## src/rtl/ss_adc_pkg.sv

```systemverilog
// Shared types, widths and the thermometer validity check
// for the flash ADC conversion sequencer.
`timescale 1ns/1ps
package ss_adc_pkg;

  localparam int THERM_W = 8;
  localparam int CODE_W  = 3;

  typedef enum logic [1:0] {
    IDLE,
    TRACK,
    SETTLE,
    OUT
  } state_e;

  // Legal word: bit 0 clear and bits [7:1] a run of ones from bit 1.
  function automatic logic is_valid_therm(
    input logic [THERM_W-1:0] t
  );
    logic [THERM_W-2:0] x;
    logic [THERM_W-2:0] one;
    x   = t[THERM_W-1:1];
    one = {{(THERM_W-2){1'b0}}, 1'b1};
    return !t[0] && ((x & (x + one)) == '0);
  endfunction

endpackage

```

## src/rtl/ss_therm_popcount_encoder.sv

```systemverilog
// Bubble-tolerant thermometer encoder: popcount of bits [7:1]
// plus a flag for words that are not clean thermometer codes.
`timescale 1ns/1ps
module ss_therm_popcount_encoder
  import ss_adc_pkg::*;
(
  input  logic [THERM_W-1:0] therm_i,
  output logic [CODE_W-1:0]  code_o,
  output logic               valid_o
);

  always_comb begin
    code_o = '0;
    for (int i = 1; i < THERM_W; i++) begin
      code_o = code_o + CODE_W'(therm_i[i]);
    end
    valid_o = is_valid_therm(therm_i);
  end

endmodule

```

## src/rtl/ss_flash_adc_sequencer.sv

```systemverilog
// Track/hold sequencing, sample capture, averaging and
// valid/ready result delivery for the 3-bit flash ADC.
`timescale 1ns/1ps
module ss_flash_adc_sequencer
  import ss_adc_pkg::*;
#(
  parameter int TRACK_CYCLES  = 1,
  parameter int SETTLE_CYCLES = 2,
  parameter int AVG_LOG2      = 2
) (
  input  logic               clk,
  input  logic               rst,
  input  logic               start,
  input  logic               cont_mode,
  input  logic [THERM_W-1:0] therm_in,
  output logic               sh_track,
  output logic [CODE_W-1:0]  data_out,
  output logic               data_valid,
  input  logic               data_ready,
  output logic               bubble_err,
  output logic               busy
);

  localparam int ACC_W  = CODE_W + AVG_LOG2;
  localparam int PH_MAX = (TRACK_CYCLES > SETTLE_CYCLES)
                        ? TRACK_CYCLES : SETTLE_CYCLES;
  localparam int PH_W   = $clog2(PH_MAX) + 1;
  localparam int SMP_W  = AVG_LOG2 + 1;

  localparam logic [PH_W-1:0] TRK_LAST =
    PH_W'(TRACK_CYCLES - 1);
  localparam logic [PH_W-1:0] SET_LAST =
    PH_W'(SETTLE_CYCLES - 1);
  localparam logic [SMP_W-1:0] SMP_LAST =
    SMP_W'((1 << AVG_LOG2) - 1);
  localparam logic [ACC_W-1:0] RND =
    ACC_W'((1 << AVG_LOG2) >> 1);

  state_e            state_q;
  logic [PH_W-1:0]   ph_q;
  logic [SMP_W-1:0]  smp_q;
  logic [ACC_W-1:0]  acc_q;
  logic              bub_q;

  logic [CODE_W-1:0] code;
  logic              code_ok;
  logic [ACC_W-1:0]  acc_d;
  logic [ACC_W-1:0]  rnd_sum;
  logic [CODE_W-1:0] avg_d;
  logic              bub_d;

  ss_therm_popcount_encoder u_enc (
    .therm_i (therm_in),
    .code_o  (code),
    .valid_o (code_ok)
  );

  // Sum including the sample captured on this edge.
  assign acc_d   = acc_q + ACC_W'(code);
  assign rnd_sum = acc_d + RND;
  assign avg_d   = CODE_W'(rnd_sum >> AVG_LOG2);
  assign bub_d   = bub_q | ~code_ok;
  assign busy    = (state_q != IDLE);

  always_ff @(posedge clk) begin
    if (rst) begin
      state_q    <= IDLE;
      ph_q       <= '0;
      smp_q      <= '0;
      acc_q      <= '0;
      bub_q      <= 1'b0;
      sh_track   <= 1'b0;
      data_out   <= '0;
      data_valid <= 1'b0;
      bubble_err <= 1'b0;
    end else begin
      unique case (state_q)
        IDLE: begin
          if (start) begin
            state_q  <= TRACK;
            sh_track <= 1'b1;
            ph_q     <= '0;
            smp_q    <= '0;
            acc_q    <= '0;
            bub_q    <= 1'b0;
          end
        end
        TRACK: begin
          if (ph_q == TRK_LAST) begin
            state_q  <= SETTLE;
            sh_track <= 1'b0;
            ph_q     <= '0;
          end else begin
            ph_q <= ph_q + 1'b1;
          end
        end
        SETTLE: begin
          if (ph_q == SET_LAST) begin
            acc_q <= acc_d;
            bub_q <= bub_d;
            ph_q  <= '0;
            if (smp_q == SMP_LAST) begin
              state_q    <= OUT;
              data_valid <= 1'b1;
              data_out   <= avg_d;
              bubble_err <= bub_d;
            end else begin
              state_q  <= TRACK;
              sh_track <= 1'b1;
              smp_q    <= smp_q + 1'b1;
            end
          end else begin
            ph_q <= ph_q + 1'b1;
          end
        end
        OUT: begin
          if (data_ready) begin
            data_valid <= 1'b0;
            if (cont_mode) begin
              state_q  <= TRACK;
              sh_track <= 1'b1;
              ph_q     <= '0;
              smp_q    <= '0;
              acc_q    <= '0;
              bub_q    <= 1'b0;
            end else begin
              state_q <= IDLE;
            end
          end
        end
        default: state_q <= IDLE;
      endcase
    end
  end

endmodule
```

## config.mk

```make
export PLATFORM = sky130hd
export DESIGN_NAME = ss_flash_adc_sequencer
export DESIGN_NICKNAME = d
export VERILOG_FILES = /design/src/rtl/ss_adc_pkg.sv /design/src/rtl/ss_therm_popcount_encoder.sv /design/src/rtl/ss_flash_adc_sequencer.sv
export SDC_FILE = /design/constraint.sdc
export NUM_CORES = 1
export LEC_CHECK = 0
export CORE_MARGIN = 5
export CORE_UTILIZATION = 25
export CTS_BUF_LIST = sky130_fd_sc_hd__clkbuf_2 sky130_fd_sc_hd__clkbuf_4 sky130_fd_sc_hd__clkbuf_8
export DETAILED_ROUTE_END_ITERATION = 8
export GPL_TIMING_DRIVEN = 0
export PLACE_DENSITY = 0.48
export SLEW_MARGIN = 20
export SYNTH_ARGS = -nofsm -noshare
export SYNTH_HDL_FRONTEND = slang
export SYNTH_SLANG_ARGS = --single-unit
export TNS_END_PERCENT = 1
```

## constraint.sdc

```tcl
create_clock -name clk -period 4.9 [get_ports clk]
set_input_delay 0.98 -clock clk [delete_from_list [all_inputs] [get_ports clk]]
set_output_delay 0.98 -clock clk [all_outputs]
set_load 0.01 [all_outputs]
```

==> results of run 1 <==
==> path summary, 6_finish.rpt <==
check             slack, ns  cells past startpoint   startpoint          end
setup reg to reg       2.69                      7   state_q[0]     acc_q[3]
hold reg to reg        0.48                      2     acc_q[0]     acc_q[0]
hold / removal         0.48                      2     acc_q[0]     acc_q[0]
setup / recovery       0.33                     14  therm_in[3]  data_out[2]
==> layout by cell type, fill, tap and decap left out, types with 2 or more instances in the layout <==
master	count
nor2b_1	6
a21oi_1	12
nand2_1	8
and3_1	2
a311oi_1	2
ha_1	18
mux2i_1	2
nand3_1	2
clkbuf_1	5
clkdlybuf4s50_1	17
nor2_1	8
o21ai_0	7
nand4_1	5
o22ai_1	3
fa_1	3
or2_2	2
inv_1	26
clkbuf_8	3
o32ai_1	2
buf_4	3
nand2b_1	6
dlymetal6s2s_1	2
a2111o_1	2
dfxtp_1	19
==> what timing repair did <==
item / in CTS / in global routing
pin swaps: 0 / 1
setup endpoints to repair: 1 / 2
setup buffers: 2 / 1
resized for setup: 2 / 3
==> final cells by class <==
type / instances / area [um2] / share of cell area [%]
tap: 72 / 90.1 / 4.95
clock buffer: 4 / 48.8 / 2.68
multi-input combinational: 118 / 962 / 52.9
sequential: 19 / 380 / 20.9
inverter: 26 / 97.6 / 5.36
timing repair buffer: 22 / 218 / 12.0
buffer: 6 / 23.8 / 1.31
==> where the power goes <==
group / total [mW] / leakage (nW) / internal (mW) / switching (mW)
clock network: 0.116 / 0.0262 / 0.0634 / 0.0528
logic: 0.337 / 0.585 / 0.153 / 0.184
registers: 0.187 / 0.154 / 0.172 / 0.0155
==> registers in the layout, summed over array words and instances (netlist names) <==
register	flops
bub_q	1
ph_q	2
sh_track	1
data_out	3
state_q	2
bubble_err	1
acc_q	5
smp_q	3
data_valid	1
==> per-layer routing <==
metal	routed length [um]	global-route usage, %	part of all wire [%]	up-vias
met5	0	0	0	-
met4	40	3.02	1.3	0
met3	86	1.44	2.7	5
met2	1450	15.5	46	13
met1	1550	11.7	50	584
li1	-	-	-	643
==> through the flow <==
stage	setup TNS [ns]	instance area, um2	util [%]	cells
after CTS	0	1800	32.3	266
final	0	1820	32.7	267
after global placement	-0.486	1730	31.0	260
after global routing	0	1820	32.7	267
after floorplan	0	1450	-	169
after detailed placement	-0.547	1730	31.0	260
==> critical path: stages <==
cell,delay (ns)
clkdlybuf4s50_1,0.48
inv_1,0.07
fa_1,0.49
fa_1,0.50
inv_1,0.04
ha_1,0.18
fa_1,0.53
inv_1,0.06
fa_2,0.38
xor2_2,0.16
buf_4,0.13
a2111o_1,0.30
a2111o_1,0.37
o221ai_1,0.07
==> cell families after synthesis <==
logic type      share of synthesized area, %
xor+xnor                                2.76
compound gates                          20.4
mux                                     2.16
flops                                   26.3
buf+inv                                 8.38
simple gates                            19.0
fa+ha+maj                               21.1
==> impl_results.md, run 1 <==
- Outcome: finished, final reports clean
- Rows: 27
- Ys flop type: dfxtp_1
- Initial antenna violation count: 0
- Yosys reg bits: 19
- Vias per std cell: roughly 4.7
- Cell variety after synth: 46
- Total GRT Usage: a little under a tenth
- FMAX: 219 MHz
- Routed Wire Length: between 3 and 4 mm
- Final worst setup slack: between 0.3 and 0.4 ns
- Hpwl dp: ~2.5 mm
- Power density over cell area: approximately 350 mW/mm2
- Routed vias: about 1200
- DR iter-0 viols: 60
- CP max FO: 2
- Area delta synth->final: 25.6%
- Slew HR: between 50 and 60%
- Startpoint class of the critical path: primary input
- Hold WS: roughly 0.48 ns
- GRT Residual Overflow: 0
- CTS max path bufs: 2
- Synth area leader: dfxtp_1
- Pre-antenna DRT Iters: 4
- Hold_buf cts: 0
- Syn. warnings: 0
- Max-cap violations: 0
- Post-Syn Area: between 0.001 and 0.0015 mm2
- IO buf count: 19
- Async S/R FF share, synth: 0%
- Sequential-to-total area share from yosys stat: between 20% and 30%
- VDD IR max: approximately 0.20 mV
- Cells after Synth: between 150 and 200
- Critical Path RT: ~5 ns
- Crit path capture type: register
- Final Cycle Share: 93.3%
- Worst min path class: register to register
- Avg WL per Cell: roughly 12 um
- Top cells by area, synth: dfxtp_1, ha_1, inv_1
- Antenna cells: 0
- Dpl ws: -0.333 ns
- Layout net count: approximately 230
- Total CTS buffers: 3
- Layout cells sized above 1: under 10%
- Mapped Nets: just over 200
- Fill cells: 606
- Slew @ Worst Pin: around 0.65 ns
- Commonest cells post-synth: inv_1, dfxtp_1, ha_1
- Die H: roughly 86 um
- RSZ-0062 raised after global routing: false
- Chip Width: approximately 86 um
- Average size of a mapped cell: roughly 8.6 um2
- # IOs: 20
- EDFF count, synth: 0
- First-pass GRT wire length: approximately 5.6 mm
- Clock Sinks: 19
- Leak: approximately 0.77 nW
- WP data arrival: between 4 and 5 ns
- Final setup vio count: 0
- Reg clk slew, reported paths: approximately 0.070 ns
- Largest net degree at the start of global routing: 11
- Initial Util: about a quarter
- CTS tree: done
- Min Clock Period, post-route: around 4.6 ns
- Yosys top cell area share: roughly a quarter
- Setup Skew: around 0.0056 ns
- Hold Vio Cnt, Final: 0
- Vias in the first global route: between 1000 and 1500
- Crit Path Category: primary input to register
- Die Area: 0.00742 mm2
- Drt drc: 0
- Antenna-violating nets left: 0
- Clock Latency Late Sink: around 0.26 ns
- Htree depth: 1
- Pins Over Slew Limit: 0
- GP Congestion: approximately 0.74
- Top-count cell post-synth: inv_1
- CTS root buffer: clkbuf_8
- Placeable Area: around 0.0056 mm2
- Final Total Pwr: around 640 uW
No activity file was read; power rests on OpenSTA's default activity.
==> inputs of run 2 (changes only) <==
CORE_MARGIN = 1.5   (was 5)
==> run 2 against run 1 <==
Against the previous run:
- utilization hardly changed
- global-route usage is 1.7 points higher
- via count is 1.3% lower
- sequential share of layout area is 0.14 points higher
- combinational power is 4% lower
- clock-buffer cell count is 1 lower
- die area is 16% lower
- hold slack worse by 0.0039 ns
- critical path type unchanged
==> impl_results.md, run 2 (synthesis gave the netlist of run 1 again) <==
- Core Util, Final: 32.6%
- Power density over cell area: between 300 and 400 mW/mm2
- Outcome: finished, final reports clean
- Htree depth: 1
- Dpl ws: -0.327 ns
- Fin area: between 0.0015 and 0.002 mm2
- Hold Vio Cnt, Final: 0
- Reg clk slew, reported paths: around 0.08 ns
- Slew @ Worst Pin: roughly 0.68 ns
- Startpoint class of the critical path: primary input
- Pint: roughly 370 uW
- Layout net count: 230
- RSZ-0062 raised after global routing: false
- Die H: about 79 um
- Fill cells: between 600 and 700
- Min Clock Period, post-route: about 4.7 ns
- FMAX: between 200 and 250 MHz
- Switching Share: 40.8%
- Leak: ~0.76 nW
- Setup TNS Final: 0 ns
- Vias in the first global route: about 1200
- Critical Path RT: around 5 ns
- Critical path's slowest cell: clkdlybuf4s50_1
- Final setup vio count: 0
- Pins Over Slew Limit: 0
- Pre-antenna DRT Iters: 6
- Total GRT Usage: between 10% and 20%
- Avg WL per Cell: approximately 12 um
- Chip Width: slightly below 80 um
- Commonest cells after routing, fill and taps aside: inv_1, dfxtp_1, ha_1, clkdlybuf4s50_1, a21oi_1
- Final Total Pwr: between 600 and 700 uW
- Area post-placement: about 0.0017 mm2
- Worst-path cell chain: clkdlybuf4s50_1 -> ha_1 -> fa_1 -> fa_1 -> inv_1 -> ha_1 -> fa_1 -> inv_1 -> fa_2 -> xor2_2 -> buf_4 -> a2111o_1 -> a2111o_1 -> o221ai_1
- Worst min path class: register to register
- Slew HR: 54.5%
- Most common cell after layout, fill and taps aside: inv_1
- First-pass GRT wire length: 5.47 mm
- CTS max path bufs: 2
- Die Area: ~0.0063 mm2
- Clock Latency Late Sink: between 0.2 and 0.3 ns
- DR iter-0 viols: between 40 and 50
- Hold WS: between 0.4 and 0.5 ns
- Initial antenna violation count: 0
- Final worst setup slack: roughly 0.21 ns
- Placeable Area: between 0.005 and 0.006 mm2
- GRT Residual Overflow: 0
- Total CTS buffers: 3
- Drt drc: 0
- IO buf count: 19
- Top flop regs: acc_q: 5 flops, data_out: 3 flops, smp_q: 3 flops
- Clock Sinks: 19
- Clock power share: between 15 and 20%
- Largest register FFs: 5
- WP data arrival: 4.88 ns
- Hpwl dp: between 2 and 2.5 mm
- Sw power: 257 uW
- Antenna cells: 0
- Largest net degree at the start of global routing: 12
- Area delta synth->final: 24.8%
- # IOs: 20
- Rows: 27
- Comb power frac: 51.7%
- CP max FO: 3
- CTS tree: done
- Non-filler instance count after layout: between 200 and 300
- Vias per std cell: 4.62
- Initial Util: a little over a quarter
- Routed Wire Length: approximately 3.2 mm
- Hold_buf cts: 0
- Layout cells sized above 1: 9.28%
- Setup Skew: 0.00229 ns
- Inst Count DP: 260
- Crit Path Category: primary input to register
- Most flops, register: acc_q
- Routed vias: roughly 1200
- Max incr delay on CP: approximately 0.5 ns
- GP Congestion: around 0.74
- Max-cap violations: 0
- Worst path most repeated cell: fa_1
- Antenna-violating nets left: 0
- Final Cycle Share: approximately 96%
- Crit path capture type: register
- VDD IR max: around 0.22 mV
- Flop pwr share: 29.9%
- CTS root buffer: clkbuf_8
==> run 2: changes by cell type in the layout (fill, tap and decap cells not counted), sizes merged <==
cell           before  now
clkbuf              9    8
buf                 4    3
clkinv              0    1
clkdlybuf4s50      17   18
dlymetal6s2s        2    1
==> run 2: layout make-up <==
cell class                      count  area (um2)  share of cell area, %
Multi-Input combinational cell    118         962                   53.2
Sequential cell                    19         380                   21.0
Timing Repair Buffer               21         208                   11.5
Inverter                           26        97.6                   5.40
Tap cell                           72        90.1                   4.98
Clock buffer                        3        41.3                   2.28
Buffer                              6        23.8                   1.31
Clock inverter                      1        5.00                  0.277
==> run 2: critical path, delay by kind of cell <==
kind / cells / cell delay, ns
adders and majority gates: 6 / 2.25
AOI/OAI and AO/OA: 3 / 0.73
xor gates and xnor gates: 1 / 0.16
buffers and inverters: 4 / 0.75
==> run 2: timing repair <==
| item | in CTS | in global routing |
|---|---|---|
| buffers inserted | 2 | 0 |
| gates resized for setup | 1 | 3 |
| endpoints found under the setup margin | 1 | 2 |
| pin swaps | 0 | 2 |
==> run 2: path summary, 6_finish.rpt <==
path / cells after the start / to / slack [ns] / from
max: 14 / data_out[2] / 0.21 / therm_in[2]
min: 2 / acc_q[0] / 0.48 / acc_q[0]
max reg2reg: 7 / acc_q[3] / 2.69 / state_q[0]
min reg2reg: 2 / acc_q[0] / 0.48 / acc_q[0]
==> run 2: power by group through the flow <==
| stage | Combinational (mW) | Sequential, mW | Clock [mW] |
|---|---|---|---|
| 3_3_place_gp | 0.317 | 0.192 | 0 |
| 6_report | 0.325 | 0.188 | 0.116 |
| 2_1_floorplan | 0.225 | 0.189 | 0 |
| 4_1_cts | 0.328 | 0.188 | 0.120 |
| 3_5_place_dp | 0.314 | 0.192 | 0 |
| 5_1_grt | 0.367 | 0.192 | 0.126 |
==> run 2: per-layer routing <==
metal	global-route usage, %	share of wire, %	vias to the layer above
li1	-	-	640
met4	4.74	1.3	0
met2	18.0	47	12
met1	14.2	49	573
met3	1.15	1.8	4
met5	0	0	-
